==> src/rtl/led_sched_pkg.sv <==
// Shared state encoding, LED pattern constants and small decode helpers
// for the LED pattern scheduler.
package led_sched_pkg;

  typedef enum logic [2:0] {
    IDLE = 3'd0,
    HOLD = 3'd1,
    SHL  = 3'd2,
    SHR  = 3'd3,
    TOG  = 3'd4
  } state_t;

  localparam logic [7:0] PAT_OFF = 8'h00;
  localparam logic [7:0] PAT_ONE = 8'h01;
  localparam logic [7:0] PAT_MSB = 8'h80;
  localparam logic [7:0] PAT_A   = 8'h55;
  localparam logic [7:0] PAT_B   = 8'hAA;

  // Fixed priority: the highest-numbered active switch selects the mode.
  function automatic state_t decode_req(input logic [3:0] sw);
    state_t s;
    if (sw[3])      s = TOG;
    else if (sw[2]) s = SHR;
    else if (sw[1]) s = SHL;
    else if (sw[0]) s = HOLD;
    else            s = IDLE;
    return s;
  endfunction

  function automatic state_t next_auto(input state_t s);
    state_t n;
    case (s)
      HOLD:    n = SHL;
      SHL:     n = SHR;
      SHR:     n = TOG;
      default: n = HOLD;
    endcase
    return n;
  endfunction

  function automatic logic [7:0] entry_led(input state_t s);
    logic [7:0] v;
    case (s)
      HOLD:    v = PAT_ONE;
      SHL:     v = PAT_ONE;
      SHR:     v = PAT_MSB;
      TOG:     v = PAT_A;
      default: v = PAT_OFF;
    endcase
    return v;
  endfunction

endpackage

==> src/rtl/led_tick_gen.sv <==
// Free-running prescaler: one-clk tick every TICK_DIV clocks, asserted on
// the last count of each period.
module led_tick_gen #(
  parameter int unsigned TICK_DIV = 24'hA00000
) (
  input  logic clk,
  input  logic rst_n,
  output logic tick
);

  localparam int CNT_W = $clog2(TICK_DIV);
  localparam logic [CNT_W-1:0] CNT_LAST = CNT_W'(TICK_DIV - 1);

  logic [CNT_W-1:0] cnt_reg;
  logic [CNT_W-1:0] cnt_next;

  assign tick     = (cnt_reg == CNT_LAST);
  assign cnt_next = tick ? '0 : cnt_reg + 1'b1;

  always_ff @(posedge clk or negedge rst_n) begin
    if (!rst_n) cnt_reg <= '0;
    else        cnt_reg <= cnt_next;
  end

endmodule

==> src/rtl/led_pattern_sched.sv <==
// LED pattern scheduler: synchronises and debounces the mode switches,
// then steps the pattern FSM and LED register once per slow tick.
module led_pattern_sched
  import led_sched_pkg::*;
#(
  parameter int unsigned TICK_DIV = 24'hA00000,
  parameter int unsigned DEB_CYC  = 16,
  parameter int unsigned TOG_HALF = 8,
  parameter int unsigned DWELL    = 16
) (
  input  logic       clk,
  input  logic       rst_n,
  input  logic [3:0] SW,
  input  logic       auto_en,
  output logic [7:0] LED,
  output logic [2:0] mode,
  output logic       tick
);

  localparam int DB_W  = $clog2(DEB_CYC + 1);
  localparam int TOG_W = $clog2(2 * TOG_HALF);
  localparam int DW_W  = (DWELL > 1) ? $clog2(DWELL) : 1;

  localparam logic [DB_W-1:0]  DB_MAX   = DB_W'(DEB_CYC);
  localparam logic [TOG_W-1:0] TOG_LAST = TOG_W'(2 * TOG_HALF - 1);
  localparam logic [TOG_W-1:0] TOG_MID  = TOG_W'(TOG_HALF);
  localparam logic [DW_W-1:0]  DW_LAST  = DW_W'(DWELL - 1);

  led_tick_gen #(.TICK_DIV(TICK_DIV)) u_tick_gen (
    .clk  (clk),
    .rst_n(rst_n),
    .tick (tick)
  );

  logic [3:0] sw_sync;

  genvar gi;
  generate
    for (gi = 0; gi < 4; gi++) begin : g_sync
      logic [1:0] sync_pipe_reg;
      always_ff @(posedge clk or negedge rst_n) begin
        if (!rst_n) sync_pipe_reg <= 2'b00;
        else        sync_pipe_reg <= {sync_pipe_reg[0], SW[gi]};
      end
      assign sw_sync[gi] = sync_pipe_reg[1];
    end
  endgenerate

  // Debounce: db_cnt counts consecutive identical synced samples (saturating);
  // sw_db follows only once a run reaches DEB_CYC.
  logic [3:0]      cand_reg, sw_db_reg, sw_db_next;
  logic [DB_W-1:0] db_cnt_reg, db_cnt_next;

  always_comb begin
    db_cnt_next = DB_W'(1);
    if (sw_sync == cand_reg)
      db_cnt_next = (db_cnt_reg == DB_MAX) ? DB_MAX : db_cnt_reg + 1'b1;
    sw_db_next = (db_cnt_next == DB_MAX) ? sw_sync : sw_db_reg;
  end

  always_ff @(posedge clk or negedge rst_n) begin
    if (!rst_n) begin
      cand_reg   <= 4'b0000;
      sw_db_reg  <= 4'b0000;
      db_cnt_reg <= '0;
    end else begin
      cand_reg   <= sw_sync;
      sw_db_reg  <= sw_db_next;
      db_cnt_reg <= db_cnt_next;
    end
  end

  state_t           state_reg, state_next, req, target;
  logic [7:0]       led_reg, led_next;
  logic [TOG_W-1:0] tog_reg, tog_next, tog_inc;
  logic [DW_W-1:0]  dwell_reg, dwell_next;
  logic             enter, animate;

  assign req = decode_req(sw_db_reg);

  always_comb begin
    state_next = state_reg;
    led_next   = led_reg;
    tog_next   = tog_reg;
    dwell_next = dwell_reg;
    enter      = 1'b0;
    animate    = 1'b0;
    target     = state_reg;
    tog_inc    = (tog_reg == TOG_LAST) ? '0 : tog_reg + 1'b1;

    if (tick) begin
      if (!auto_en) begin
        if (req != state_reg) begin
          enter  = 1'b1;
          target = req;
        end else begin
          animate = 1'b1;
        end
      end else if (state_reg == IDLE) begin
        enter  = 1'b1;
        target = HOLD;
      end else if (dwell_reg == DW_LAST) begin
        enter  = 1'b1;
        target = next_auto(state_reg);
      end else begin
        animate    = 1'b1;
        dwell_next = dwell_reg + 1'b1;
      end
    end

    if (enter) begin
      state_next = target;
      led_next   = entry_led(target);
      tog_next   = '0;
      dwell_next = '0;
    end else if (animate) begin
      case (state_reg)
        SHL: led_next = {led_reg[6:0], led_reg[7]};
        SHR: led_next = {led_reg[0], led_reg[7:1]};
        TOG: begin
          tog_next = tog_inc;
          led_next = (tog_inc < TOG_MID) ? PAT_A : PAT_B;
        end
        default: led_next = led_reg;
      endcase
    end
  end

  always_ff @(posedge clk or negedge rst_n) begin
    if (!rst_n) begin
      state_reg <= IDLE;
      led_reg   <= PAT_OFF;
      tog_reg   <= '0;
      dwell_reg <= '0;
    end else begin
      state_reg <= state_next;
      led_reg   <= led_next;
      tog_reg   <= tog_next;
      dwell_reg <= dwell_next;
    end
  end

  assign LED  = led_reg;
  assign mode = state_reg;

endmodule

==> config.mk <==
export PLATFORM = sky130hd
export DESIGN_NAME = led_pattern_sched
export DESIGN_NICKNAME = d
export VERILOG_FILES = /design/src/rtl/led_sched_pkg.sv /design/src/rtl/led_tick_gen.sv /design/src/rtl/led_pattern_sched.sv
export SDC_FILE = /design/constraint.sdc
export NUM_CORES = 1
export LEC_CHECK = 0
export BUFFER_PORTS_ARGS = -buffer_cell sky130_fd_sc_hd__buf_4
export CORE_UTILIZATION = 35
export CTS_CLUSTER_DIAMETER = 100
export DETAILED_ROUTE_END_ITERATION = 16
export HOLD_SLACK_MARGIN = 0.05
export PLACE_DENSITY = 0.51
export SYNTH_ARGS = -nofsm -noshare
export SYNTH_HDL_FRONTEND = slang
export SYNTH_SLANG_ARGS = --single-unit
==> constraint.sdc <==
create_clock -name clk -period 2.4 [get_ports clk]
set_clock_uncertainty 0.1 [all_clocks]
set_input_delay 0.24 -clock clk [delete_from_list [all_inputs] [get_ports clk]]
set_output_delay 0.24 -clock clk [all_outputs]
set_load 0.01 [all_outputs]
==> results by group, run 1 <==
Outcome
  • Status: complete, no violations

Final layout
  • Antenna Cells: 0
  • Post-Layout Cell Count: 509
  • Share of post-route cells with drive strength above 1: 19.6%
  • Area Overhead vs Synth: 21.6%
  • Largest register FFs: 24
  • Layout Nets: 406
  • Most frequent cells in the layout: dfrtp_1, nor2_1, buf_4
  • Most common cell after layout, fill and taps aside: dfrtp_1

Setup path
  • Crit path capture type: flop
  • Reg-to-Reg End: LED[7]
  • Worst reg2reg path startpoint: sw_db_reg[1]
  • Crit path DAT: 2470 ps
  • Buf/Inv on CP: 0
  • CP startpoint kind: flop
  • Req. time, crit path: 2570 ps
  • Worst path cell trace: or3_1 > a2111oi_1 > o21ai_1 > nand4_1 > mux2_2 > a21oi_2
  • Critical path peak fanout: 6
  • Slowest cell on the critical path: dfrtp_1
  • Crit path largest cell delay: 420 ps
  • Worst r2r path cells: 6
  • CP delay by family, top: compound AO/OA/AOI/OAI gates
  • WS Path Type: reg2reg
  • Reg2reg setup slack: 100 ps

Synthesis
  • Syn Inst Count: 351
  • Synth top area cells: dfrtp_1, nor2_1, xnor2_1
  • Main flop type after synthesis: dfrtp_1
  • Yosys reg bits: 64
  • Async S/R FF share, synth: 100%
  • Synth top area share: 48.4%
  • Post-synthesis sequential area ratio: 48.4%
  • YS warnings: 0
  • Post-Syn Area: 3310 um^2
  • Number of synthesized flops with an enable pin: 0
  • Syn nets: 363
  • Yosys cell types: 49
  • Syn avg cell area: 9.44 um^2
  • Leading area contributor after synthesis: dfrtp_1

STA
  • Fin crit period: 2300 ps
  • Fin crit share: 95.8%
  • Final Max Tran Viols: 0
  • Fin. Hold Viols: 0
  • Slew HR: 45.9%
  • Least-Margin Pin Slew: 811 ps
  • Fmax: 435 MHz
  • Final setup viols: 0
  • Setup WS post-layout: 101 ps
  • RSZ-0062 raised after global routing: yes

Die
  • FP Rows: 35
  • I/O pin cnt: 19
  • Starting Density: 36.0%
  • Die area: 9860 um^2
  • Die width: 99.3 um
  • CORE AREA: 9200 um^2
  • Die outline height: 99.3 um

Flow run
  • Max cap viols: 0

Global route
  • GRT overflow: 0
  • Gr usage total: 16.3%
  • Number of global-route vias before repair: 2691
  • Global-route wire length before repair: 12.6 mm
  • Largest net degree at the start of global routing: 65
  • Initial antenna violation count: 0

Worst hold path
  • Hold Path Class: reg2reg
  • Hold_sp: g_sync[3].sync_pipe_reg[0]
  • Worst hold stages: 0
  • WHS Endpoint: g_sync[3].sync_pipe_reg[1]

Placed design
  • Placed insts: 487
  • GP Congestion: 0.810
  • Place WS: 1.04 ps
  • Port Buf Inserts: 18
  • Dpl hpwl: 5.26 mm

Clock network
  • Clock sinks: 64
  • Root Driver: clkbuf_8
  • CTS buffer count: 9
  • Clock Latency Late Sink: 340 ps
  • CTS HTree Levels: 3
  • Clk pin slew, worst setup/hold paths: 70 ps
  • CTS Buffer Depth: 2
  • CTS tree: built

Pwr
  • Power density over the cells: 549 nW/um^2
  • Leak: 1.76 nW
  • Worst vdd ir: 0.316 mV

Routing
  • Wire per inst: 14.3 um
  • DR vias/cell: 5.27
  • DR vias: 2681
  • Pre-antenna DRT Iters: 4
  • Drt total wl: 7.30 mm
  • Starting DRT DRC Count: 108
  • Post-route ant nets: 0
  • Drc violations: 0
-- metal layers --
layer	up-vias	share of wire, %	routed length (um)	track usage (%)
li1	1335	-	-	-
met1	1288	48	3480	20.0
met2	46	48	3490	27.6
met3	12	3.0	222	3.79
met4	0	1.5	108	6.45
met5	-	0	0	0
-- final cells by class --
cell class | instances | area (um^2)
Sequential cell | 64 | 1600
Clock inverter | 3 | 65.1
Inverter | 11 | 41.3
Tap cell | 111 | 139
Clock buffer | 12 | 155
Fill cell | 894 | 5170
Timing Repair Buffer | 41 | 320
Multi-Input combinational cell | 267 | 1710
-- cells by family after synthesis --
group / share of synthesized area [%]
simple gates: 26.0
flops: 48.4
compound gates: 10.8
xor+xnor: 7.67
buf+inv: 2.38
mux: 2.95
fa+ha+maj: 1.89
-- worst reg2reg max path, delay by kind of cell, from the launching register on --
kind | cells | cell delay, ps
AO/OA/AOI/OAI | 3 | 780
flip-flops | 1 | 420
multiplexers | 1 | 360
AND/OR/NAND/NOR | 2 | 580
-- cells in the mapped netlist, types with 7 or more instances --
cell	n
xnor2_1	17
nand3_1	29
a21oi_1	11
nor2_1	45
nor3_1	18
dfrtp_1	64
inv_1	11
nand4_1	7
nand2_1	25
nor2b_1	8
o21ai_0	20
xor2_1	12
-- power by group --
part           switching [W]  internal [W]
Clock               0.000406      0.000635
Sequential        0.00000934       0.00109
Combinational      0.0000412     0.0000276
Total               0.000456       0.00175
-- worst max path at each step --
stage	from	to	cells past startpoint
floorplan	sw_db_reg[2]	LED[7]	7
global placement	u_tick_gen.cnt_reg[0]	dwell_reg[3]	7
detailed placement	u_tick_gen.cnt_reg[0]	LED[3]	6
CTS	u_tick_gen.cnt_reg[0]	dwell_reg[3]	7
global route	sw_db_reg[1]	LED[6]	6
finish	sw_db_reg[1]	LED[7]	6
-- per-stage QoR --
| step | area, um^2 | hold slack [ps] | TNS [ps] | utilization [%] | total power (W) |
|---|---|---|---|---|---|
| 2_1_floorplan | 3310 | -156 | 0 | - | 0.00115 |
| 3_3_place_gp | 3670 | 236 | 0 | 39.9 | 0.00118 |
| 3_5_place_dp | 3670 | 239 | 0 | 39.9 | 0.00118 |
| 4_1_cts | 3940 | 254 | 0 | 42.9 | 0.00225 |
| 5_1_grt | 4030 | 257 | -16.5 | 43.8 | 0.00230 |
| 6_report | 4030 | 250 | 0 | 43.8 | 0.00221 |
-- repair_timing --
item	4_1_cts	5_1_grt
pin swaps	0	2
gates resized for setup	2	16
hold endpoints to repair	68	0
hold buffers	5	0
buffers inserted	0	2
setup endpoints to repair	3	17
Power figures use the tool's default switching activity.
==> inputs of run 2 (changes only) <==
- SETUP_SLACK_MARGIN: not set -> 0.4
- clock period: 2.4 -> 2.9 ns (I/O delays scaled with it)
==> results by group, run 2 (synthesis results as in run 1) <==
Clock network
  • CTS buffer count: 9 (unchanged)
  • Clk pin slew, worst setup/hold paths: 80 ps (about the same)
  • Root Driver: clkbuf_8
  • Clock sinks: 64 (unchanged)
  • CTS Buffer Depth: 2 (unchanged)
  • CTS HTree Levels: 3 (unchanged)
  • CTS tree: built
  • Clock Latency Late Sink: 340 ps (about the same)

STA
  • RSZ-0062 raised after global routing: yes
  • Final setup viols: 0 (unchanged)
  • Final Max Tran Viols: 0 (unchanged)
  • TNS Setup: 0 ps (unchanged)
  • Fin crit share: 80.6% (-15 points)
  • Fin crit period: 2340 ps (+37.5 ps)
  • Fin. Hold Viols: 0 (unchanged)
  • Hold_ws: 252 ps (+1.35 ps)
  • Slew HR: 46.1% (+0.16 points)
  • Fmax: 428 MHz (-1.6%)
  • Least-Margin Pin Slew: 809 ps (-2.34 ps)

Global route
  • Gr usage total: 16.4% (+0.17 points)
  • Number of global-route vias before repair: 2575 (-4.3%)
  • Global-route wire length before repair: 12.6 mm (-0.60%)
  • GRT overflow: 0 (unchanged)
  • Largest net degree at the start of global routing: 65 (unchanged)
  • Initial antenna violation count: 0 (unchanged)

Final layout
  • Filler instances: 918 (+2.7%)
  • Post-layout util: 42.8% (-1.0 points)
  • Most common cell after layout, fill and taps aside: dfrtp_1
  • Layout Nets: 398 (-2.0%)
  • Largest register FFs: 24 (unchanged)
  • Area Overhead vs Synth: 18.8%
  • Share of post-route cells with drive strength above 1: 15.9% (-3.7 points)
  • Antenna Cells: 0 (unchanged)
  • Most frequent cells in the layout: dfrtp_1, nor2_1, nand3_1

Routing
  • DR top layer: met4
  • Pre-antenna DRT Iters: 4 (unchanged)
  • Drt total wl: 7.25 mm (-0.66%)
  • DR vias: 2667 (-0.52%)
  • Post-route ant nets: 0 (unchanged)
  • Wire per inst: 14.4 um (+0.73%)
  • Met3 wire length: 207 um (-6.8%)
  • DR vias/cell: 5.31 (+0.86%)
  • Met2 WL: 3.48 mm (-0.20%)
  • Drc violations: 0 (unchanged)
  • Starting DRT DRC Count: 142 (+31%)
  • M1 wire length: 3.47 mm (-0.43%)

Pwr
  • Net Sw Power: 0.000429 W (-6.1%)
  • Worst vdd ir: 0.333 mV (+5.2%)
  • Power density over the cells: 492 nW/um^2 (-10%)
  • Clk network pwr share: 50.1% (+3.0 points)
  • Comb power frac: 2.9% (-0.2 points)
  • Int Power: 0.00151 W (-14%)
  • Sequential share of power: 47.0% (-2.8 points)
  • Sw Ratio: 22.1% (+1.5 points)
  • Leak: 1.69 nW (-3.8%)

Setup path
  • Slowest cell on the critical path: or4_1
  • Critical path peak fanout: 5 (-1)
  • Crit path largest cell delay: 550 ps (+130 ps)
  • CP startpoint kind: flop
  • Worst path cell trace: ha_1 > nand2_1 > or4_1 > or2_4 > and4b_2 > nor3_1 > a21oi_1
  • WS Path Type: reg2reg
  • Crit path capture type: flop
  • Crit path DAT: 2510 ps (+40 ps)
  • Req. time, crit path: 3070 ps (+500 ps)

Worst hold path
  • Hold Path Class: reg2reg

Die
  • FP Rows: 35 (unchanged)
  • I/O pin cnt: 19 (unchanged)
  • CORE AREA: 9200 um^2 (unchanged)
  • Die area: 9860 um^2 (unchanged)
  • Starting Density: 36.0% (unchanged)
  • Die outline height: 99.3 um (unchanged)
  • Die width: 99.3 um (unchanged)

Flow run
  • Max cap viols: 0 (unchanged)

Placed design
  • GP Congestion: 0.797 (-1.6%)
  • Dpl hpwl: 5.02 mm (-4.5%)
  • Port Buf Inserts: 18 (unchanged)

Outcome
  • Status: complete, no violations
## run 2: through the flow
| stage | power (W) | instances | worst slack (ps) | instance area (um^2) |
|---|---|---|---|---|
| floorplan | 0.000948 | 351 | 679 | 3310 |
| global route | 0.00202 | 502 | 392 | 3940 |
| detailed placement | 0.000980 | 479 | 511 | 3610 |
| finish | 0.00194 | 502 | 563 | 3940 |
| global placement | 0.000979 | 479 | 592 | 3610 |
| CTS | 0.00197 | 500 | 500 | 3910 |
## run 2: power by group through the flow
stage / logic [W] / registers, W / clock network (W)
6_report: 0.0000565 / 0.000910 / 0.000969
3_3_place_gp: 0.0000517 / 0.000928 / 0
3_5_place_dp: 0.0000526 / 0.000928 / 0
5_1_grt: 0.0000646 / 0.000912 / 0.00104
4_1_cts: 0.0000580 / 0.000910 / 0.00100
2_1_floorplan: 0.0000216 / 0.000926 / 0
## run 2: repair_timing
action	4_1_cts	5_1_grt
buffers inserted	0	2
cloned	0	0
endpoints found under the hold margin	68	0
pin swaps	0	1
hold buffers	5	0
setup endpoints to repair	1	7
gates resized for setup	1	3
## run 2: worst max-delay path, delay by kind of cell, from the launching register on
kind | cells | cell delay, ps
AOI/OAI and AO/OA | 1 | 110
DFF | 1 | 400
and+or+nand+nor | 5 | 1430
adders and majority gates | 1 | 230
## run 2: final cells by class
cell class                      count  area [um^2]  share of cell area [%]
Multi-Input combinational cell    267         1640                    41.8
Clock buffer                        9          124                    3.15
Inverter                           11         41.3                    1.05
Tap cell                          111          139                    3.53
Clock inverter                      7          125                    3.18
Sequential cell                    64         1600                    40.7
Timing Repair Buffer               33          260                    6.61
## run 2: per-layer routing
metal	GRT usage, %	vias to the layer above
li1	-	1325
met2	27.5	35
met5	0	-
met1	20.4	1296
met4	5.54	0
met3	4.71	11
## run 2: worst paths after layout
path,end,depth (start not counted),from,slack (ps)
setup / recovery,LED[6],7,u_tick_gen.cnt_reg[0],560
hold / removal,g_sync[2].sync_pipe_reg[1],0,g_sync[2].sync_pipe_reg[0],250
setup reg to reg,LED[6],7,u_tick_gen.cnt_reg[0],560
hold reg to reg,g_sync[2].sync_pipe_reg[1],0,g_sync[2].sync_pipe_reg[0],250
max in group asynchronous,dwell_reg[3],2,rst_n,1690
min in group asynchronous,LED[4],2,rst_n,460
